`src/rtl/pipe_ctrl_pkg.sv`:
```
// pipe_ctrl_pkg: shared constants and helpers for the pipeline sequencer.
// Stage indices, default widths and a saturating counter increment.
package pipe_ctrl_pkg;

  // Fixed stage positions; stages above STG_EX only advance.
  localparam int STG_IFID = 0;
  localparam int STG_IDEX = 1;
  localparam int STG_EX   = 2;

  localparam int DEF_NUM_STAGES = 4;
  localparam int DEF_REG_ADDR_W = 5;

  localparam logic [31:0] CNT_MAX = 32'hFFFF_FFFF;

  function automatic logic [31:0] sat_inc(
    input logic [31:0] v,
    input logic        inc
  );
    return (inc && (v != CNT_MAX)) ? v + 32'd1 : v;
  endfunction

endpackage

```
`src/rtl/pipe_scoreboard.sv`:
```
// pipe_scoreboard: one pending-write bit per architectural register.
// Ports: clk, rst, set_en/set_addr, clr_en/clr_addr, rs1/rs2/rd lookup
// addresses with matching *_hit outputs, sb = full registered vector.
module pipe_scoreboard
  import pipe_ctrl_pkg::*;
#(
  parameter int ADDR_W = DEF_REG_ADDR_W
) (
  input  logic                 clk,
  input  logic                 rst,
  input  logic                 set_en,
  input  logic [ADDR_W-1:0]    set_addr,
  input  logic                 clr_en,
  input  logic [ADDR_W-1:0]    clr_addr,
  input  logic [ADDR_W-1:0]    rs1,
  input  logic [ADDR_W-1:0]    rs2,
  input  logic [ADDR_W-1:0]    rd,
  output logic                 rs1_hit,
  output logic                 rs2_hit,
  output logic                 rd_hit,
  output logic [2**ADDR_W-1:0] sb
);

  localparam int NREG = 2**ADDR_W;

  logic [NREG-1:0] sb_q;
  logic [NREG-1:0] sb_n;

  // x0 never has a pending write.
  always_comb begin
    sb_n = sb_q;
    if (clr_en) sb_n[clr_addr] = 1'b0;
    if (set_en) sb_n[set_addr] = 1'b1;
    sb_n[0] = 1'b0;
  end

  always_ff @(posedge clk or posedge rst) begin
    if (rst) sb_q <= '0;
    else     sb_q <= sb_n;
  end

  // Lookups read the registered vector: no same-cycle bypass.
  assign rs1_hit = sb_q[rs1];
  assign rs2_hit = sb_q[rs2];
  assign rd_hit  = sb_q[rd];
  assign sb      = sb_q;

endmodule

```
`src/rtl/pipe_ctrl.sv`:
```
// pipe_ctrl: per-stage valid bits and register load enables with RAW/WAW
// scoreboard stall, multi-cycle EX hold and branch flush.
// Ports: clk, rst (async, high); if_vld_i/if_ready_o fetch handshake;
// id_rs1/rs2/rd + enables of the stage-0 instruction; ex_busy_i, flush_i;
// stage_vld_o, stage_en_o, hazard_o, sb_o; stall_cnt_o, flush_cnt_o are
// live only when PIPE_CTRL_PERF_EN is defined, otherwise tied to zero.
module pipe_ctrl
  import pipe_ctrl_pkg::*;
#(
  parameter int NUM_STAGES = DEF_NUM_STAGES,
  parameter int REG_ADDR_W = DEF_REG_ADDR_W
) (
  input  logic                     clk,
  input  logic                     rst,
  input  logic                     if_vld_i,
  output logic                     if_ready_o,
  input  logic [REG_ADDR_W-1:0]    id_rs1_i,
  input  logic                     id_rs1_en_i,
  input  logic [REG_ADDR_W-1:0]    id_rs2_i,
  input  logic                     id_rs2_en_i,
  input  logic [REG_ADDR_W-1:0]    id_rd_i,
  input  logic                     id_rd_wr_en_i,
  input  logic                     ex_busy_i,
  input  logic                     flush_i,
  output logic [NUM_STAGES-1:0]    stage_vld_o,
  output logic [NUM_STAGES-1:0]    stage_en_o,
  output logic                     hazard_o,
  output logic [2**REG_ADDR_W-1:0] sb_o,
  output logic [31:0]              stall_cnt_o,
  output logic [31:0]              flush_cnt_o
);

  localparam int LAST = NUM_STAGES - 1;

  logic [NUM_STAGES-1:0] vld_q;
  logic [NUM_STAGES-1:0] vld_n;
  logic [NUM_STAGES-1:0] en;

  // Destination tracking for stages 1..LAST; stage 0 uses id_* directly.
  logic [REG_ADDR_W-1:0] rd_q [1:LAST];
  logic [REG_ADDR_W-1:0] rd_n [1:LAST];
  logic [LAST:1]         wr_q;
  logic [LAST:1]         wr_n;

  logic rs1_hit;
  logic rs2_hit;
  logic rd_hit;
  logic raw;
  logic waw;
  logic hold_ex;
  logic hold0;
  logic sb_set;
  logic sb_clr;

  assign raw = vld_q[STG_IFID]
             & ((id_rs1_en_i & (id_rs1_i != '0) & rs1_hit)
              | (id_rs2_en_i & (id_rs2_i != '0) & rs2_hit));

  assign waw = vld_q[STG_IFID] & id_rd_wr_en_i
             & (id_rd_i != '0) & rd_hit;

  assign hazard_o = raw | waw;
  assign hold_ex  = ex_busy_i & vld_q[STG_IDEX];
  assign hold0    = (hold_ex | hazard_o) & ~flush_i;

  assign if_ready_o  = ~hold0;
  assign stage_vld_o = vld_q;
  assign stage_en_o  = en;

  // Set on the 0->1 transfer, clear as the oldest writer retires.
  assign sb_set = vld_q[STG_IFID] & id_rd_wr_en_i & (id_rd_i != '0)
                & ~hold_ex & ~hazard_o & ~flush_i;
  assign sb_clr = vld_q[LAST] & wr_q[LAST];

  always_comb begin
    vld_n = vld_q;
    rd_n  = rd_q;
    wr_n  = wr_q;
    en    = '1;

    if (flush_i) begin
      vld_n[STG_IFID] = 1'b0;
    end else if (hold0) begin
      en[STG_IFID] = 1'b0;
    end else begin
      vld_n[STG_IFID] = if_vld_i;
    end

    // Flush and hazard both inject a bubble unless EX is holding.
    if (hold_ex) begin
      en[STG_IDEX] = 1'b0;
    end else if (hazard_o | flush_i) begin
      vld_n[STG_IDEX] = 1'b0;
      wr_n[STG_IDEX]  = 1'b0;
    end else begin
      vld_n[STG_IDEX] = vld_q[STG_IFID];
      rd_n[STG_IDEX]  = id_rd_i;
      wr_n[STG_IDEX]  = id_rd_wr_en_i;
    end

    if (hold_ex) begin
      vld_n[STG_EX] = 1'b0;
      wr_n[STG_EX]  = 1'b0;
    end else begin
      vld_n[STG_EX] = vld_q[STG_IDEX];
      rd_n[STG_EX]  = rd_q[STG_IDEX];
      wr_n[STG_EX]  = wr_q[STG_IDEX];
    end

    for (int s = STG_EX + 1; s < NUM_STAGES; s++) begin
      vld_n[s] = vld_q[s-1];
      rd_n[s]  = rd_q[s-1];
      wr_n[s]  = wr_q[s-1];
    end
  end

  always_ff @(posedge clk or posedge rst) begin
    if (rst) begin
      vld_q <= '0;
      wr_q  <= '0;
      rd_q  <= '{default: '0};
    end else begin
      vld_q <= vld_n;
      wr_q  <= wr_n;
      rd_q  <= rd_n;
    end
  end

  pipe_scoreboard #(
    .ADDR_W (REG_ADDR_W)
  ) u_sb (
    .clk      (clk),
    .rst      (rst),
    .set_en   (sb_set),
    .set_addr (id_rd_i),
    .clr_en   (sb_clr),
    .clr_addr (rd_q[LAST]),
    .rs1      (id_rs1_i),
    .rs2      (id_rs2_i),
    .rd       (id_rd_i),
    .rs1_hit  (rs1_hit),
    .rs2_hit  (rs2_hit),
    .rd_hit   (rd_hit),
    .sb       (sb_o)
  );

`ifdef PIPE_CTRL_PERF_EN
  logic [31:0] stall_q;
  logic [31:0] flush_q;

  always_ff @(posedge clk or posedge rst) begin
    if (rst) begin
      stall_q <= '0;
      flush_q <= '0;
    end else begin
      stall_q <= sat_inc(stall_q, hold0);
      flush_q <= sat_inc(flush_q, flush_i);
    end
  end

  assign stall_cnt_o = stall_q;
  assign flush_cnt_o = flush_q;
`else
  assign stall_cnt_o = '0;
  assign flush_cnt_o = '0;
`endif

endmodule

```
`config.mk`:
```
export PLATFORM = sky130hd
export DESIGN_NAME = pipe_ctrl
export DESIGN_NICKNAME = d
export VERILOG_FILES = /design/src/rtl/pipe_ctrl_pkg.sv /design/src/rtl/pipe_scoreboard.sv /design/src/rtl/pipe_ctrl.sv
export SDC_FILE = /design/constraint.sdc
export NUM_CORES = 1
export LEC_CHECK = 0
export CAP_MARGIN = 20
export CORE_MARGIN = 2
export CORE_UTILIZATION = 49
export CTS_CLUSTER_SIZE = 30
export DETAILED_ROUTE_END_ITERATION = 10
export PLACE_DENSITY = 0.87
export SLEW_MARGIN = 30
export SYNTH_ARGS = -nofsm -noshare
export SYNTH_HDL_FRONTEND = slang
export SYNTH_HIERARCHICAL = 1
export SYNTH_SLANG_ARGS = --single-unit
```
`constraint.sdc`:
```
create_clock -name clk -period 5.3 [get_ports clk]
set_input_delay 1.06 -clock clk [delete_from_list [all_inputs] [get_ports clk]]
set_output_delay 1.06 -clock clk [all_outputs]
set_load 0.01 [all_outputs]
```
# Word-level counts from Yosys, hierarchy flattened
# Index checks and enable logic that the tools add are counted.
[op_classes]
muxes = 21
reduce_logical = 6
n_bitwise = 26
n_eq_ne = 1
order_cmp = 6
[op_table]
columns = ["operator", "count"]
rows = [
  ["32-bit two-way mux", 2],
  ["32-bit bitwise AND", 1],
  ["32-bit inverter", 1],
  ["32-bit OR", 1],
  ["5-bit by 6-bit < comparator with 1-bit output (second input constant)", 4],
  ["1-bit binary-select mux with 5-bit select", 3],
  ["5-bit nonzero test", 3],
  ["1-bit bitwise AND", 14],
  ["1-bit two-way mux", 14],
  ["1-bit demux with 5-bit select", 2],
  ["5-bit by 1-bit >= comparator with 1-bit output (second input constant)", 2],
  ["1-bit inverter", 5],
  ["1-bit OR", 4],
  ["1-bit logical AND", 2],
  ["2-bit != test (second input constant)", 1],
  ["2-bit AND reduction", 1],
]
[totals]
regBits = 53
output_inout_bits = 106
word_cells = 69

# Logic depth before layout (Yosys ltp)
# Gate-level depths: netlist of run 1.
[logic_depth]
depth_word = 10
depth_mapped = 12

# Hierarchy
# The synthesis of run 1 kept the hierarchy.
[modules_own_cells]
columns = ["module", "area_per_inst_um2", "instances", "cells_each", "seq_area_each_um2"]
rows = [
  ["pipe_scoreboard", 2213.4, 1, 231, 775.7],
  ["pipe_ctrl", 1402.6, 1, 133, 550.5],
]

# Least setup slack after synthesis of run 1
# No wires, ideal clock.
[synth_timing]
kind = "in2out"
start = "input port id_rd_i[1]"
end = "output port stage_en_o[0]"
path_stages = 11
path_slack_ps = 1204
t_arrival_ps = 3036
n_path_buf = 2
required_ps = 4240
path_cell_list = "buf_6 mux4_2 nand2b_1 o211ai_1 nand4_1 and3_1 o21a_1 or3_4 a21oi_2 or2_2 buf_4"
[synth_via]
elab_chain_len = 8
[synth_lines]
columns = ["element", "line_no", "source"]
rows = [
  ["start: declaration", "pipe_ctrl.sv:21", "input logic [REG_ADDR_W-1:0] id_rd_i,"],
  ["1-bit binary-select mux with 5-bit select", "pipe_scoreboard.sv:45", "assign rd_hit = sb_q[rd];"],
  ["1-bit two-way mux (not written as such)", "pipe_scoreboard.sv:45", ""],
  ["via rd_hit", "pipe_ctrl.sv:47", "logic rd_hit;"],
  ["1-bit bitwise AND", "pipe_ctrl.sv:60", "& (id_rd_i != '0) & rd_hit;"],
  ["1-bit OR", "pipe_ctrl.sv:62", "assign hazard_o = raw | waw;"],
  ["via hazard_o", "pipe_ctrl.sv:27", "output logic hazard_o,"],
  ["1-bit OR", "pipe_ctrl.sv:64", "assign hold0 = (hold_ex | hazard_o) & ~flush_i;"],
  ["1-bit bitwise AND", "pipe_ctrl.sv:64", ""],
  ["1-bit two-way mux", "pipe_ctrl.sv:83", "end else if (hold0) begin"],
  ["1-bit two-way mux", "pipe_ctrl.sv:81", "if (flush_i) begin"],
  ["end: declaration", "pipe_ctrl.sv:26", "output logic [NUM_STAGES-1:0] stage_en_o,"],
]
# The timed path passes the listed nets, and every way through them passes these cells. The select of a mux whose other input is x is not followed.

# Worst setup path after layout of run 1
[layout_timing]
start = "input port id_rs1_i[1]"
end = "output port if_ready_o"
[layout_via]
elab_chain_len = 9
[layout_lines]
columns = ["element", "line_no", "source"]
rows = [
  ["start: declaration", "pipe_ctrl.sv:17", "input logic [REG_ADDR_W-1:0] id_rs1_i,"],
  ["1-bit binary-select mux with 5-bit select", "pipe_scoreboard.sv:43", "assign rs1_hit = sb_q[rs1];"],
  ["1-bit two-way mux (not written as such)", "pipe_scoreboard.sv:43", ""],
  ["via rs1_hit", "pipe_ctrl.sv:45", "logic rs1_hit;"],
  ["1-bit bitwise AND", "pipe_ctrl.sv:56", "& ((id_rs1_en_i & (id_rs1_i != '0) & rs1_hit)"],
  ["1-bit OR", "pipe_ctrl.sv:57", "| (id_rs2_en_i & (id_rs2_i != '0) & rs2_hit));"],
  ["1-bit bitwise AND", "pipe_ctrl.sv:56", ""],
  ["1-bit OR", "pipe_ctrl.sv:62", ""],
  ["1-bit OR", "pipe_ctrl.sv:64", ""],
  ["1-bit bitwise AND", "pipe_ctrl.sv:64", ""],
  ["1-bit inverter", "pipe_ctrl.sv:66", "assign if_ready_o = ~hold0;"],
  ["end: declaration", "pipe_ctrl.sv:16", "output logic if_ready_o,"],
]
# The timed path passes the listed nets, and every way through them passes these cells. The select of a mux whose other input is x is not followed.

==> results.yml, run 1 <==
outcome:
  status: "complete, no violations"
logic_synthesis:
  async_flop_share_pct: 100.0
  yosysTopAreaCellShare_pct: 36.68
  netlist_top_cells_area: "dfrtp_1 (37%), buf_4 (15%), o21ai_0 (8.6%)"
  synth_top_area_cell: "dfrtp_1"
  syn_area_per_cell_um2: 9.934
  synth_common_cells: "buf_4 (72), o21ai_0 (62), dfrtp_1 (53), mux2i_1 (28), nand3_1 (20)"
  synth_edf_count: 0
  yosys_warnings: 6
  ys_types: 36
  synth_seq_area_share_pct: 36.68
  synth.most_common_cell: "buf_4"
  synth_cells: 364
  mappedNetlistArea_mm2: 0.003616
  ys.flop_type: "dfrtp_1"
  synth_seq_cells: 53
worst_setup_path:
  crit_family: "buffers and inverters"
  cpMostUsedCell: "clkdlybuf4s50_1"
  path_max_fanout: 5
  end_kind: "output port"
  critical_path_class: "in -> out"
  slowest_stage: "clkdlybuf4s50_1"
  required_ps: 4240
  cp-start-kind: "input port"
  cpPeakStageDelay_ps: 620
  arrival_ps: 4070
  worst-path-buf-inv: 2
  path_cells: "clkdlybuf4s50_1 > mux4_1 > o2111ai_1 > nand4_1 > nand3_1 > a21oi_1 > or3_4 > a21oi_2 > or2_2 > clkdlybuf4s50_1"
clock_network:
  cts_tree: "built"
  cts.htree.levels: 2
  clk_pin_slew_worst_paths_ps: 90
  clockBufferDepth: 2
  holdBufCountCts: 0
  ctsResizeCount: 0
  root_buffer: "clkbuf_8"
  post-cts-setup-buffers: 0
  cts_made_buffers: 5
  cts_sinks: 53
  clk_latency_ps: 300
placed_design:
  dp.cells: 522
  io_buffers: 61
  dp_slack_ps: 205.6
  hpwl_mm: 7.011
  gp_congestion: 0.9591
floorplan:
  num_rows: 31
  ios: 129
  die_w_um: 89.91
  dieHeight_um: 89.91
  start_util_pct: 50.12
  coreArea_mm2: 0.007214
  dieArea_mm2: 0.008083
power_and_ir_drop:
  p_clk_share_pct: 25.7
  p_total_uw: 1066
  power.internal_uw: 731.1
  power_density_mw_per_mm2: 254.5
  vdd_ir_drop_max_mv: 0.1837
  p_sw_share_pct: 31.39
  seq_power_share_pct: 48.7
  leakage_uw: 0.001698
  combPwrFrac_pct: 25.6
  power_switching_uw: 334.5
sta:
  rsz0062_at_grt: "no"
  max_freq_ghz: 0.1949
  finalHoldViolCount: 0
  finalSetupTns_ps: 0
  min_period_ps: 5131
  finalCritPeriodShare_pct: 96.82
  setup_viol: 0
  layout_setup_ws_ps: 168.6
  fin_skew_ps: 9.801
  worst_pin_slew_ps: 801.8
  slew_headroom_pct: 46.49
  slew_viol_final: 0
final_layout:
  num-fill-cells: 593
  layout-drive-gt1-share_pct: 11.14
  multiInputGateArea_mm2: 0.001903
  synthToLayoutAreaGrowth_pct: 15.81
  regArea_mm2: 0.001326
  stdcell_count: 530
  fin_nets: 453
  diodes: 0
drt:
  route.detailed.drc: 0
  totalWireLength_mm: 9.673
  vias_per_cell: 5.892
  drtAntennaViolNets: 0
  num_vias: 3123
  initialDrtViolationCount: 360
  drt_pass1_iterations: 6
  wl_per_cell_um: 18.25
global_routing:
  antenna_found_initial: 0
  grt_pass1_wl_mm: 14.90
  grt-ovfl-total: 0
  grt_use_total_pct: 22.95
  grt_pass1_vias: 2934
  grt_max_degree: 32
flow_run:
  max_cap_violations: 0
worst_hold_path:
  worstHoldPathType: "reg -> reg"
==> power groups by stage <==
stage               Combinational (uW)  Clock [uW]  Sequential [uW]
CTS                                269         276              516
floorplan                          193           0              509
global placement                   257           0              521
global route                       292         293              526
finish                             273         273              519
detailed placement                 266           0              524
==> area by class of cell <==
class | count | share of cell area (%)
clock inverter | 3 | 1.105
inverter | 5 | 0.4482
timing repair buffer | 73 | 16.73
tap | 99 | 2.958
multi-input combinational | 292 | 45.44
clock buffer | 5 | 1.643
sequential | 53 | 31.67
==> worst paths after layout <==
| path | endpoint | startpoint | cells after the start | slack (ps) |
|---|---|---|---|---|
| max reg2reg | u_sb/sb[4] | u_sb/sb[18] | 10 | 1980 |
| max in group asynchronous | wr_q[1] | rst | 2 | 3560 |
| min | wr_q[3] | wr_q[2] | 0 | 370 |
| max | if_ready_o | id_rs1_i[1] | 10 | 170 |
| min reg2reg | wr_q[3] | wr_q[2] | 0 | 370 |
| min in group asynchronous | u_sb/sb[5] | rst | 2 | 1170 |
==> layout by cell type, fill, tap and decap left out, types with 2 or more instances in the layout <==
cell | synthesis | layout
nand3b_1 | 10 | 10
mux4_1 | 3 | 3
o211ai_1 | 4 | 4
a21oi_1 | 11 | 11
o21ai_0 | 62 | 62
buf_4 | 72 | 12
nand3_1 | 20 | 20
nand2_1 | 10 | 10
mux2i_1 | 28 | 28
and2b_1 | 3 | 3
nand4_1 | 3 | 3
and2_1 | 2 | 2
mux2_2 | 5 | 5
or3_1 | 2 | 2
inv_1 | 5 | 4
mux4_2 | 6 | 6
nand2b_1 | 8 | 8
dfrtp_1 | 53 | 53
a211oi_1 | 3 | 3
mux2_4 | 5 | 5
clkbuf_8 | 0 | 5
clkdlybuf4s50_1 | 0 | 61
o2111ai_1 | 3 | 3
nor2b_1 | 4 | 4
or3b_2 | 5 | 5
a22oi_1 | 6 | 6
nor2_1 | 12 | 12
conb_1 | 3 | 67
nor3_1 | 2 | 2
==> worst reg2reg max path: cells and delay by family, from the launching register on <==
kind | cells | cell delay, ps
compound gates | 3 | 530
flops | 1 | 490
mux | 1 | 570
simple gates | 6 | 1630
==> sequential cells by signal, indices dropped and copies added, names as in the netlist <==
| register | count |
|---|---|
| u_sb/sb | 31 |
| rd_q | 10 |
| rd_n | 5 |
| stage_vld_o | 4 |
| wr_q | 3 |
==> per-layer routing <==
| layer | vias up | share of wire [%] | track usage, % |
|---|---|---|---|
| met1 | 1470 | 38 | 30.82 |
| met3 | 37 | 12 | 5.029 |
| met2 | 302 | 47 | 37.18 |
| li1 | 1314 | - | - |
| met4 | 0 | 2.3 | 7.692 |
| met5 | - | 0 | 0 |
==> cell families (layout without fill, tap and decap cells) <==
family                 count (synthesis)  after routing  synth area share, %
DFF                                   53             53                36.68
and+or+nand+nor                       87             87                14.39
muxes                                 47             47                17.30
AOI/OAI and AO/OA                     91             91                13.98
other                                  3             67               0.3114
buffers and inverters                 83             86                17.34
==> through the flow <==
stage               cell area, um^2  utilization (%)  hold slack [ps]
global route                   4188            58.05            377.1
CTS                            4188            58.05            368.5
detailed placement             4073            56.45            346.6
floorplan                      3856                -            331.2
global placement               4073            56.45            337.0
finish                         4188            58.05            367.1
Note: power is estimated with default switching activity, not from simulation.
==> inputs of run 2 (changes only) <==
CTS_CLUSTER_DIAMETER = 150   (was default)
==> results of run 2 <==
The final DEF is identical to that of run 1; final timing and power are the same.
==> inputs of run 3 (changes only) <==
CAP_MARGIN = 15   (was 20)
CELL_PAD_IN_SITES_DETAIL_PLACEMENT = 0   (was default)
CELL_PAD_IN_SITES_GLOBAL_PLACEMENT = 1   (was default)
CORE_UTILIZATION = 37   (was 49)
PLACE_DENSITY = 0.88   (was 0.87)
==> run 3 against run 2 <==
  * Core utilization down 14 points
  * Via count down 5.2%
  * Combinational power down 1%
  * Fmax up 1.7%
  * Die area up 31%
  * Largest power group unchanged
  * First-iteration DRC count down 19%
  * Final cell count up 6.4%
==> results.yml, run 3 (same netlist as run 1, synthesis figures left out) <==
sta:
  finalCritPeriodShare_pct: 95.22
  worst_pin_slew_ps: 815.9
  slew_viol_final: 0
  finalHoldViolCount: 0
  layout_setup_ws_ps: 253.1
  max_freq_ghz: 0.1981
  setup_viol: 0
  min_period_ps: 5047
  rsz0062_at_grt: "no"
  finalSetupTns_ps: 0
  slew_headroom_pct: 45.55
  fin_skew_ps: 8.726
placed_design:
  io_buffers: 61
  hpwl_mm: 7.269
  place_area_mm2: 0.004115
  dp_slack_ps: 157.0
  gp_congestion: 0.8855
global_routing:
  grt_pass1_wl_mm: 15.22
  grt-ovfl-total: 0
  grt_max_degree: 32
  grt_pass1_vias: 2814
  grt_use_total_pct: 18.69
  antenna_found_initial: 0
drt:
  route.detailed.drc: 0
  initialDrtViolationCount: 290
  num_vias: 2960
  wl_per_cell_um: 17.14
  totalWireLength_mm: 9.668
  drt_pass1_iterations: 4
  drtAntennaViolNets: 0
  vias_per_cell: 5.248
final_layout:
  regArea_mm2: 0.001326
  diodes: 0
  final_common_cell: "conb_1"
  num-fill-cells: 924
  design_area_mm2: 0.004252
  fin_util_pct: 44.11
  largest_register_ffs: 31
  synthToLayoutAreaGrowth_pct: 17.58
  fin_nets: 453
  multiInputGateArea_mm2: 0.001903
  layout-drive-gt1-share_pct: 11.14
  layout_common_cells: "conb_1 (67), o21ai_0 (62), clkdlybuf4s50_1 (60), dfrtp_1 (53), mux2i_1 (28)"
worst_setup_path:
  arrival_ps: 3990
  slowest_stage: "clkdlybuf4s50_1"
  crit_family: "buffers and inverters"
  cp.depth: 11
  r2r_cells: 11
  cpPeakStageDelay_ps: 630
  worst-path-buf-inv: 2
  cp-start-kind: "input port"
  critical_path_class: "in -> out"
  required_ps: 4240
  path_cells: "clkdlybuf4s50_1 > mux4_2 > nand2b_1 > o211ai_1 > nand4_1 > nand3_1 > a21oi_1 > or3_4 > a21oi_2 > or2_2 > clkdlybuf4s50_1"
  end_kind: "output port"
  cpMostUsedCell: "clkdlybuf4s50_1"
  path_max_fanout: 5
clock_network:
  holdBufCountCts: 0
  clockBufferDepth: 2
  cts.htree.levels: 2
  root_buffer: "clkbuf_8"
  cts_made_buffers: 5
  clk_latency_ps: 310
  clk_pin_slew_worst_paths_ps: 90
  cts_tree: "built"
  cts_sinks: 53
floorplan:
  num_rows: 36
  coreArea_mm2: 0.009639
  dieHeight_um: 102.9
  start_util_pct: 37.51
  die_w_um: 102.9
  dieArea_mm2: 0.01058
  ios: 129
power_and_ir_drop:
  vdd_ir_drop_max_mv: 0.1695
  leakage_uw: 0.001721
  power_density_mw_per_mm2: 259.6
flow_run:
  max_cap_violations: 0
worst_hold_path:
  holdPathStages: 0
  worstHoldPathType: "reg -> reg"
outcome:
  status: "complete, no violations"
==> run 3: cell types whose count changed in the layout (fill, tap and decap cells not counted) <==
cell,previous run,this run
clkinvlp_4,1,0
clkdlybuf4s50_1,61,60
bufinv_16,1,2
dlymetal6s2s_1,0,1
clkinv_2,0,1
clkinv_4,1,0
==> run 3: final timing paths <==
path	from	to	slack (ps)
min in group asynchronous	rst	u_sb/sb[19]	1180
max	id_rs2_i[1]	stage_en_o[0]	250
min reg2reg	wr_q[2]	wr_q[3]	350
max in group asynchronous	rst	stage_vld_o[1]	3530
min	wr_q[2]	wr_q[3]	350
max reg2reg	u_sb/sb[23]	u_sb/sb[24]	2080
==> run 3: layer usage <==
metal | GRT usage [%] | vias to the layer above | wire length, um
met4 | 5.061 | 0 | 125
met3 | 5.356 | 13 | 983
met2 | 30.02 | 177 | 4627
met1 | 24.94 | 1457 | 3932
met5 | 0 | - | 0
li1 | - | 1313 | -
==> run 3: report_power, final <==
| part | total, uW | internal (uW) | switching (uW) |
|---|---|---|---|
| Clock | 317 | 187 | 130 |
| Combinational | 269 | 135 | 134 |
| Sequential | 517 | 455 | 62.6 |
==> run 3: repair_timing <==
| action | in CTS | in global routing |
|---|---|---|
| endpoints found under the setup margin | 0 | 2 |
| gates resized for setup | 0 | 1 |
| setup buffers | 0 | 0 |
==> run 3: metrics by stage <==
| step | total power [uW] | hold WS, ps | instances |
|---|---|---|---|
| 6_report | 1104 | 353.5 | 564 |
| 5_1_grt | 1162 | 370.8 | 564 |
| 4_1_cts | 1105 | 354.9 | 564 |
| 3_5_place_dp | 789.2 | 334.7 | 556 |
| 3_3_place_gp | 784.1 | 333.4 | 556 |
| 2_1_floorplan | 702.5 | 331.2 | 428 |
==> run 3: final cells by class <==
cell class,count,share of cell area [%]
Multi-Input combinational cell,292,44.76
Clock inverter,3,1.530
Clock buffer,5,1.619
Tap cell,133,3.914
Sequential cell,53,31.19
Timing Repair Buffer,73,16.54
Inverter,5,0.4414
